--- config.mk ---
export PLATFORM = sky130hd
export DESIGN_NAME = age_ordered_rs
export DESIGN_NICKNAME = d
export VERILOG_FILES = /design/src/rtl/age_ordered_rs_pkg.sv /design/src/rtl/age_select.sv /design/src/rtl/age_ordered_rs.sv
export SDC_FILE = /design/constraint.sdc
export NUM_CORES = 2
export LEC_CHECK = 0
export BUFFER_PORTS_ARGS = -buffer_cell sky130_fd_sc_hd__buf_2
export CAP_MARGIN = 20
export CORE_MARGIN = 1
export CORE_UTILIZATION = 55
export CTS_BUF_LIST = sky130_fd_sc_hd__clkbuf_8
export DETAILED_ROUTE_END_ITERATION = 8
export PLACE_DENSITY_LB_ADDON = 0.12
export SETUP_SLACK_MARGIN = 0.5
export SLEW_MARGIN = 20
export SYNTH_ARGS = -nofsm -noshare
export SYNTH_HDL_FRONTEND = slang
export SYNTH_HIERARCHICAL = 1
export SYNTH_SLANG_ARGS = --single-unit
--- constraint.sdc ---
create_clock -name clk -period 6.1 [get_ports clk]
set_input_delay 0.915 -clock clk [delete_from_list [all_inputs] [get_ports clk]]
set_output_delay 0.915 -clock clk [all_outputs]
set_load 0.03 [all_outputs]
--- src/rtl/age_ordered_rs_pkg.sv ---
// Shared configuration for the age-ordered reservation station:
// default tag/opcode widths and the opcode encodings.
package age_ordered_rs_pkg;

  localparam int ROB_LOG_DEF = 4;
  localparam int OP_LOG_DEF  = 6;
  localparam int XLEN        = 32;

  typedef enum logic [OP_LOG_DEF-1:0] {
    OP_ADD  = 6'h00,
    OP_SUB  = 6'h01,
    OP_AND  = 6'h02,
    OP_OR   = 6'h03,
    OP_XOR  = 6'h04,
    OP_SLL  = 6'h05,
    OP_SRL  = 6'h06,
    OP_SRA  = 6'h07,
    OP_SLT  = 6'h08,
    OP_SLTU = 6'h09,
    OP_LUI  = 6'h0a,
    OP_AUI  = 6'h0b,
    OP_BR   = 6'h10,
    OP_JAL  = 6'h11,
    OP_JALR = 6'h12,
    OP_LD   = 6'h20,
    OP_ST   = 6'h21
  } op_e;

endpackage

--- src/rtl/age_select.sv ---
// Oldest-eligible picker: i_age[i][j] set means slot j is older than slot i.
// A slot wins when it is eligible and no eligible slot is older than it.
module age_select
  import age_ordered_rs_pkg::*;
#(
  parameter int DEPTH = 8
) (
  input  logic [DEPTH-1:0]            i_elig,
  input  logic [DEPTH-1:0][DEPTH-1:0] i_age,
  output logic [DEPTH-1:0]            o_grant
);

  always_comb begin
    o_grant = '0;
    for (int i = 0; i < DEPTH; i++) begin
      o_grant[i] = i_elig[i] & ~(|(i_age[i] & i_elig));
    end
  end

endmodule

--- src/rtl/age_ordered_rs.sv ---
// Reservation station with CDB wakeup, oldest-ready select via age matrix,
// and a single registered dispatch stage with valid/ready handshake.
module age_ordered_rs
  import age_ordered_rs_pkg::*;
#(
  parameter int DEPTH   = 8,
  parameter int CDB_N   = 2,
  parameter int ROB_LOG = ROB_LOG_DEF,
  parameter int OP_LOG  = OP_LOG_DEF
) (
  input  logic                     clk,
  input  logic                     rst,
  input  logic                     rdy,
  input  logic                     flush,
  input  logic                     issue_valid,
  output logic                     issue_ready,
  input  logic [OP_LOG-1:0]        issue_op,
  input  logic [31:0]              issue_vj,
  input  logic [31:0]              issue_vk,
  input  logic                     issue_rj,
  input  logic                     issue_rk,
  input  logic [ROB_LOG-1:0]       issue_qj,
  input  logic [ROB_LOG-1:0]       issue_qk,
  input  logic [31:0]              issue_imm,
  input  logic [31:0]              issue_pc,
  input  logic [ROB_LOG-1:0]       issue_dest,
  input  logic [CDB_N-1:0]         cdb_valid,
  input  logic [CDB_N*ROB_LOG-1:0] cdb_tag,
  input  logic [CDB_N*32-1:0]      cdb_value,
  output logic                     fu_valid,
  input  logic                     fu_ready,
  output logic [OP_LOG-1:0]        fu_op,
  output logic [31:0]              fu_vj,
  output logic [31:0]              fu_vk,
  output logic [31:0]              fu_imm,
  output logic [31:0]              fu_pc,
  output logic [ROB_LOG-1:0]       fu_dest,
  output logic [$clog2(DEPTH):0]   count
);

  localparam int IW = $clog2(DEPTH);
  localparam int CW = $clog2(DEPTH) + 1;
  localparam logic [CW-1:0] FULL = CW'(DEPTH);

  typedef struct packed {
    logic [OP_LOG-1:0]  op;
    logic [31:0]        vj;
    logic [31:0]        vk;
    logic               rj;
    logic               rk;
    logic [ROB_LOG-1:0] qj;
    logic [ROB_LOG-1:0] qk;
    logic [31:0]        imm;
    logic [31:0]        pc;
    logic [ROB_LOG-1:0] dest;
  } ent_t;

  typedef struct packed {
    logic [OP_LOG-1:0]  op;
    logic [31:0]        vj;
    logic [31:0]        vk;
    logic [31:0]        imm;
    logic [31:0]        pc;
    logic [ROB_LOG-1:0] dest;
  } out_t;

  ent_t                       r_ent [DEPTH];
  logic [DEPTH-1:0]           r_busy;
  logic [DEPTH-1:0][DEPTH-1:0] r_age;
  logic [CW-1:0]              r_count;
  logic                       r_fu_valid;
  out_t                       r_fu;

  logic [32:0]      w_wj [DEPTH];
  logic [32:0]      w_wk [DEPTH];
  logic [32:0]      w_bj;
  logic [32:0]      w_bk;
  ent_t             w_new;
  ent_t             w_sel;
  logic [DEPTH-1:0] w_elig;
  logic [DEPTH-1:0] w_grant;
  logic [IW-1:0]    w_gnt_idx;
  logic [IW-1:0]    w_free_idx;
  logic             w_out_free;
  logic             w_disp;
  logic             w_iss;

  // {hit, value}; lowest channel index wins on multiple matches
  function automatic logic [32:0] f_cdb(
    input logic [ROB_LOG-1:0]       q,
    input logic [CDB_N-1:0]         v,
    input logic [CDB_N*ROB_LOG-1:0] t,
    input logic [CDB_N*32-1:0]      d
  );
    logic [32:0] r;
    r = '0;
    for (int c = CDB_N - 1; c >= 0; c--) begin
      if (v[c] && t[c*ROB_LOG +: ROB_LOG] == q)
        r = {1'b1, d[c*32 +: 32]};
    end
    return r;
  endfunction

  always_comb begin
    for (int i = 0; i < DEPTH; i++) begin
      w_wj[i] = f_cdb(r_ent[i].qj, cdb_valid, cdb_tag, cdb_value);
      w_wk[i] = f_cdb(r_ent[i].qk, cdb_valid, cdb_tag, cdb_value);
    end
  end

  assign w_bj = f_cdb(issue_qj, cdb_valid, cdb_tag, cdb_value);
  assign w_bk = f_cdb(issue_qk, cdb_valid, cdb_tag, cdb_value);

  always_comb begin
    w_new      = '0;
    w_new.op   = issue_op;
    w_new.qj   = issue_qj;
    w_new.qk   = issue_qk;
    w_new.imm  = issue_imm;
    w_new.pc   = issue_pc;
    w_new.dest = issue_dest;
    w_new.rj   = issue_rj | w_bj[32];
    w_new.rk   = issue_rk | w_bk[32];
    w_new.vj   = (!issue_rj && w_bj[32]) ? w_bj[31:0] : issue_vj;
    w_new.vk   = (!issue_rk && w_bk[32]) ? w_bk[31:0] : issue_vk;
  end

  always_comb begin
    w_free_idx = '0;
    for (int i = DEPTH - 1; i >= 0; i--) begin
      if (!r_busy[i]) w_free_idx = IW'(i);
    end
  end

  always_comb begin
    for (int i = 0; i < DEPTH; i++) begin
      w_elig[i] = r_busy[i] & r_ent[i].rj & r_ent[i].rk;
    end
  end

  age_select #(
    .DEPTH(DEPTH)
  ) u_age_select (
    .i_elig (w_elig),
    .i_age  (r_age),
    .o_grant(w_grant)
  );

  always_comb begin
    w_gnt_idx = '0;
    for (int i = 0; i < DEPTH; i++) begin
      if (w_grant[i]) w_gnt_idx = IW'(i);
    end
  end

  assign w_sel      = r_ent[w_gnt_idx];
  assign w_out_free = ~r_fu_valid | fu_ready;
  assign w_disp     = w_out_free & (|w_grant);
  assign w_iss      = issue_valid & issue_ready & ~flush;

  always_ff @(posedge clk) begin
    if (rst) begin
      r_busy     <= '0;
      r_count    <= '0;
      r_fu_valid <= 1'b0;
      r_fu       <= '0;
    end else if (rdy) begin
      if (flush) begin
        r_busy     <= '0;
        r_count    <= '0;
        r_fu_valid <= 1'b0;
      end else begin
        for (int i = 0; i < DEPTH; i++) begin
          if (r_busy[i] && !r_ent[i].rj && w_wj[i][32]) begin
            r_ent[i].rj <= 1'b1;
            r_ent[i].vj <= w_wj[i][31:0];
          end
          if (r_busy[i] && !r_ent[i].rk && w_wk[i][32]) begin
            r_ent[i].rk <= 1'b1;
            r_ent[i].vk <= w_wk[i][31:0];
          end
        end
        if (w_out_free) r_fu_valid <= |w_grant;
        if (w_disp) begin
          r_busy[w_gnt_idx] <= 1'b0;
          r_fu.op   <= w_sel.op;
          r_fu.vj   <= w_sel.vj;
          r_fu.vk   <= w_sel.vk;
          r_fu.imm  <= w_sel.imm;
          r_fu.pc   <= w_sel.pc;
          r_fu.dest <= w_sel.dest;
        end
        // new slot is younger than every occupant; clearing its column
        // erases stale ordering left by the slot's previous owner
        if (w_iss) begin
          r_busy[w_free_idx] <= 1'b1;
          r_ent[w_free_idx]  <= w_new;
          r_age[w_free_idx]  <= r_busy;
          for (int j = 0; j < DEPTH; j++) begin
            r_age[j][w_free_idx] <= 1'b0;
          end
        end
        r_count <= r_count + CW'(w_iss) - CW'(w_disp);
      end
    end
  end

  assign issue_ready = r_count < FULL;
  assign count       = r_count;
  assign fu_valid    = r_fu_valid;
  assign fu_op       = r_fu.op;
  assign fu_vj       = r_fu.vj;
  assign fu_vk       = r_fu.vk;
  assign fu_imm      = r_fu.imm;
  assign fu_pc       = r_fu.pc;
  assign fu_dest     = r_fu.dest;

endmodule

==> metrics.txt <==
multiplexer area fraction after synthesis=10.6%; sequential power share=53.7%; CP Max Fanout=64; number of synthesized flops with an enable pin=between 1k and 1.5k; Root Driver=clkbuf_8; Placer Congestion=0.901; Die Ht=around 340 um; Synth area leader=edfxtp_1; final core utilization=62.4%; Post-CTS Hold Buffers=0; TritonRoute pass-1 iters=9; DR DRC count=0; Period Utilization, post-route=81.3%; Initial Util=55.5%; fillers=9020; FP Rows=125; PostCTS Resize Cnt=0; CTS tree=yes; die area=118000 um^2; Compound-Gate Fraction of Synth Area=between 10% and 20%; Clock Path Buffers=3; Worst Min Path Start=issue_pc[5]; Async SR Flop Fraction=0%; share of the synthesized area in the top cell type=a little under three fifths; Clock Latency Late Sink=0.94 ns; R2R depth=11; Placed Instance Area=67800 um^2; Die X=344 um; port bufs=around 370; Post-Synth XOR/XNOR Area=under 10%; combinational power share=5.2%; Reg2Reg Capture Point=fu_imm[0]$_SDFFE_PP0P_; clock slew at reported path FFs=approximately 0.060 ns; first-pass GRT wire length=around 320000 um; net switching power=4600 uW; Setup WS post-layout=1.14 ns; WL/cell=31.8 um; top layer in use=met5; Final HPWL DP=121000 um; Leak=0.0242 uW; max_cap viols=0; mapped cell area=64400 um^2; dominant synthesized flop cell=edfxtp_1; Fin Hold WS=0.266 ns; wire length on met2=98800 um; post-route ant nets=0; synthesis-stage register bit count=1399; post-CTS setup buffers=0; remaining global-route overflow=0; initial antenna violation count=12; gate count after technology mapping=5033; CP startpoint kind=flip-flop; Post-Syn Nets=5266; minimum clock period=about 5 ns; Core Box Area=around 120000 um^2; final hold viol count=0; area of the multi-input gates=21600 um^2; clk sinks=roughly 1.4k; status=finished, final reports clean; Ys Warns=6; PD cells=268 nW/um^2; Area contributors post-synth=edfxtp_1 57%, mux2i_1 10%, o22ai_1 6.1%; Sw Share=about a quarter; RSZ-0062 raised after global routing=false; CP required=6.90 ns; synth unique cells=57; area share of and/or/nand/nor cells after synthesis=4.03%; Final setup viols=0; Worst path max stage delay=0.81 ns; Hold Path Class=input pin to flip-flop; mean post-synth cell area=12.8 um^2; worst vdd ir=0.189 mV; Final Max Tran Viols=0; Reg2Reg Setup Slack=1.14 ns; area delta synth->final=12.4%; largest family of logic cells by synthesized area=compound AO/OA/AOI/OAI gates; pre-CTS setup slack=~1.3 ns; synthesized-area fraction occupied by adder cells=0.109%; Iter 0 DRT Violations=7117; Slew Limit Headroom=a little under a fifth; Slowest-stage cell, CP=and2_4; share of layout cells above drive strength 1=17.7%; Worst Setup Path Type=flip-flop to flip-flop; clock share of power=41.1%; fmax=202 MHz; DR WL met3=28000 um; Reg area=40300 um^2; critical-path cell list=and3_1, nand4b_1, nor2_4, buf_4, inv_1, a21oi_1, and2_4, buf_12, mux2i_1, o22ai_1, o31a_1; TritonCTS Buffers=223; final setup TNS=0 ns; nets=~5.5k; Hold EP=r_ent[7][9]$_DFFE_PP_; largest net degree at the start of global routing=around 110; Vias=48.5k; Slew @ Worst Pin=roughly 1.2 ns; worst hold path depth=1; Worst EP arrival=5.76 ns; Critical Path End Type=flip-flop; CTS H-tree depth=4; vias in the first global route=46.4k; Detailed Route WL=221000 um; worst r2r src=r_busy[6]$_SDFFE_PP0P_; global-route usage over all layers=36.5%; sequential share of the synthesized area=62.7%; fin area=between 70000 and 80000 um^2; Via density=6.96; Clock Skews=0.0541 ns; I/O Pins=372; met1 wire length=84000 um; cell-internal power=14800 uW
stage by stage:
step	power, uW	instances
6_report	19400	6974
5_1_grt	19900	6961
4_1_cts	19400	6932
3_5_place_dp	11600	6513
3_3_place_gp	11600	6510
2_1_floorplan	11200	5033
worst max path at each step:
| stage | from | to | cells past startpoint | slack, ns |
|---|---|---|---|---|
| 2_1_floorplan | cdb_tag[3] | r_ent[0][110]$_DFFE_PP_ | 8 | 0.98 |
| 3_5_place_dp | r_busy[6]$_SDFFE_PP0P_ | fu_pc[18]$_SDFFE_PP0P_ | 11 | 1.27 |
| 6_report | r_busy[6]$_SDFFE_PP0P_ | fu_imm[0]$_SDFFE_PP0P_ | 11 | 1.14 |
| 5_1_grt | r_busy[6]$_SDFFE_PP0P_ | fu_imm[0]$_SDFFE_PP0P_ | 11 | 1.07 |
| 3_3_place_gp | r_busy[6]$_SDFFE_PP0P_ | fu_imm[0]$_SDFFE_PP0P_ | 11 | 1.42 |
| 4_1_cts | r_busy[5]$_SDFFE_PP0P_ | fu_imm[0]$_SDFFE_PP0P_ | 12 | 1.28 |
metal layers:
metal,GRT usage (%),vias up
li1,-,20400
met1,49.4,24000
met2,54.8,3440
met3,9.85,663
met4,16.9,14
met5,0,-
power groups by stage:
stage	Combinational [uW]	Clock (uW)	Sequential (uW)
3_5_place_dp	967	0	10600
2_1_floorplan	571	0	10600
5_1_grt	1060	8420	10400
4_1_cts	970	8030	10400
6_report	1010	7990	10400
3_3_place_gp	943	0	10600
cells in the final DEF, fill, tap and decap left out, types with 17 or more instances in the layout:
| cell | netlist | final |
|---|---|---|
| a211oi_1 | 26 | 26 |
| a21oi_1 | 279 | 278 |
| a221oi_1 | 225 | 225 |
| a222oi_1 | 63 | 63 |
| a22oi_1 | 90 | 90 |
| a311oi_1 | 26 | 26 |
| and3_1 | 36 | 36 |
| buf_12 | 0 | 30 |
| buf_2 | 90 | 376 |
| buf_4 | 2 | 115 |
| clkbuf_2 | 0 | 19 |
| clkbuf_8 | 0 | 254 |
| clkinv_1 | 0 | 36 |
| clkinv_2 | 0 | 22 |
| dfxtp_1 | 167 | 167 |
| diode_2 | 0 | 17 |
| edfxtp_1 | 1232 | 1232 |
| inv_1 | 136 | 212 |
| mux2_2 | 27 | 27 |
| mux2i_1 | 654 | 654 |
| nand2_1 | 306 | 296 |
| nand3_1 | 47 | 47 |
| nor2_1 | 124 | 120 |
| nor3_1 | 39 | 20 |
| nor3_2 | 0 | 19 |
| o22ai_1 | 625 | 625 |
| o31a_1 | 113 | 113 |
| xnor2_1 | 76 | 76 |
| xor2_1 | 67 | 67 |
logic make-up (layout without fill, tap and decap cells):
logic type / after synthesis / in the layout
muxes: 681 / 681
AOI/OAI and AO/OA: 1510 / 1510
other: 0 / 17
DFF: 1399 / 1399
and+or+nand+nor: 595 / 595
adders and majority gates: 5 / 5
buffers and inverters: 700 / 1100
xor gates and xnor gates: 143 / 143
area by class of cell:
class                   count  share of cell area (%)
clock buffers             254                    4.83
well taps                1524                    2.63
multi-input cells        2934                    29.9
diodes                     17                  0.0588
inverters                 138                   0.743
flip-flops and latches   1399                    55.7
repair buffers            543                    4.82
clock inverters           165                    1.29
worst max-delay path, delay by kind of cell, from the launching register on:
kind	cells	cell delay [ns]
mux	1	0.23
buf+inv	3	1.08
simple gates	4	2.17
compound gates	3	0.76
flops	1	0.54
Yosys cell counts, types with 8 or more instances:
cell / number
a211oi_1: 26
nor2_1: 124
a222oi_1: 63
inv_1: 136
a21oi_1: 279
o22ai_1: 625
clkbuf_1: 430
mux2_2: 27
xnor2_1: 76
dfxtp_1: 167
nor2b_1: 8
a31o_2: 16
mux2i_1: 654
nor3_1: 39
nand4b_1: 8
xor2_1: 67
buf_2: 90
buf_1: 31
nand3_1: 47
and3_1: 36
a311oi_1: 26
buf_6: 9
a221oi_1: 225
o31a_1: 113
nand2_1: 306
edfxtp_1: 1232
o21ai_0: 27
a22oi_1: 90
state kept, by name, summed over array words and instances, names as in the netlist:
signal    count
fu_pc        32
fu_vk        32
fu_dest       4
fu_vj        32
fu_imm       32
count         4
r_age        64
fu_op         6
r_ent      1184
r_busy        8
fu_valid      1
No activity file was read; power rests on OpenSTA's default activity.
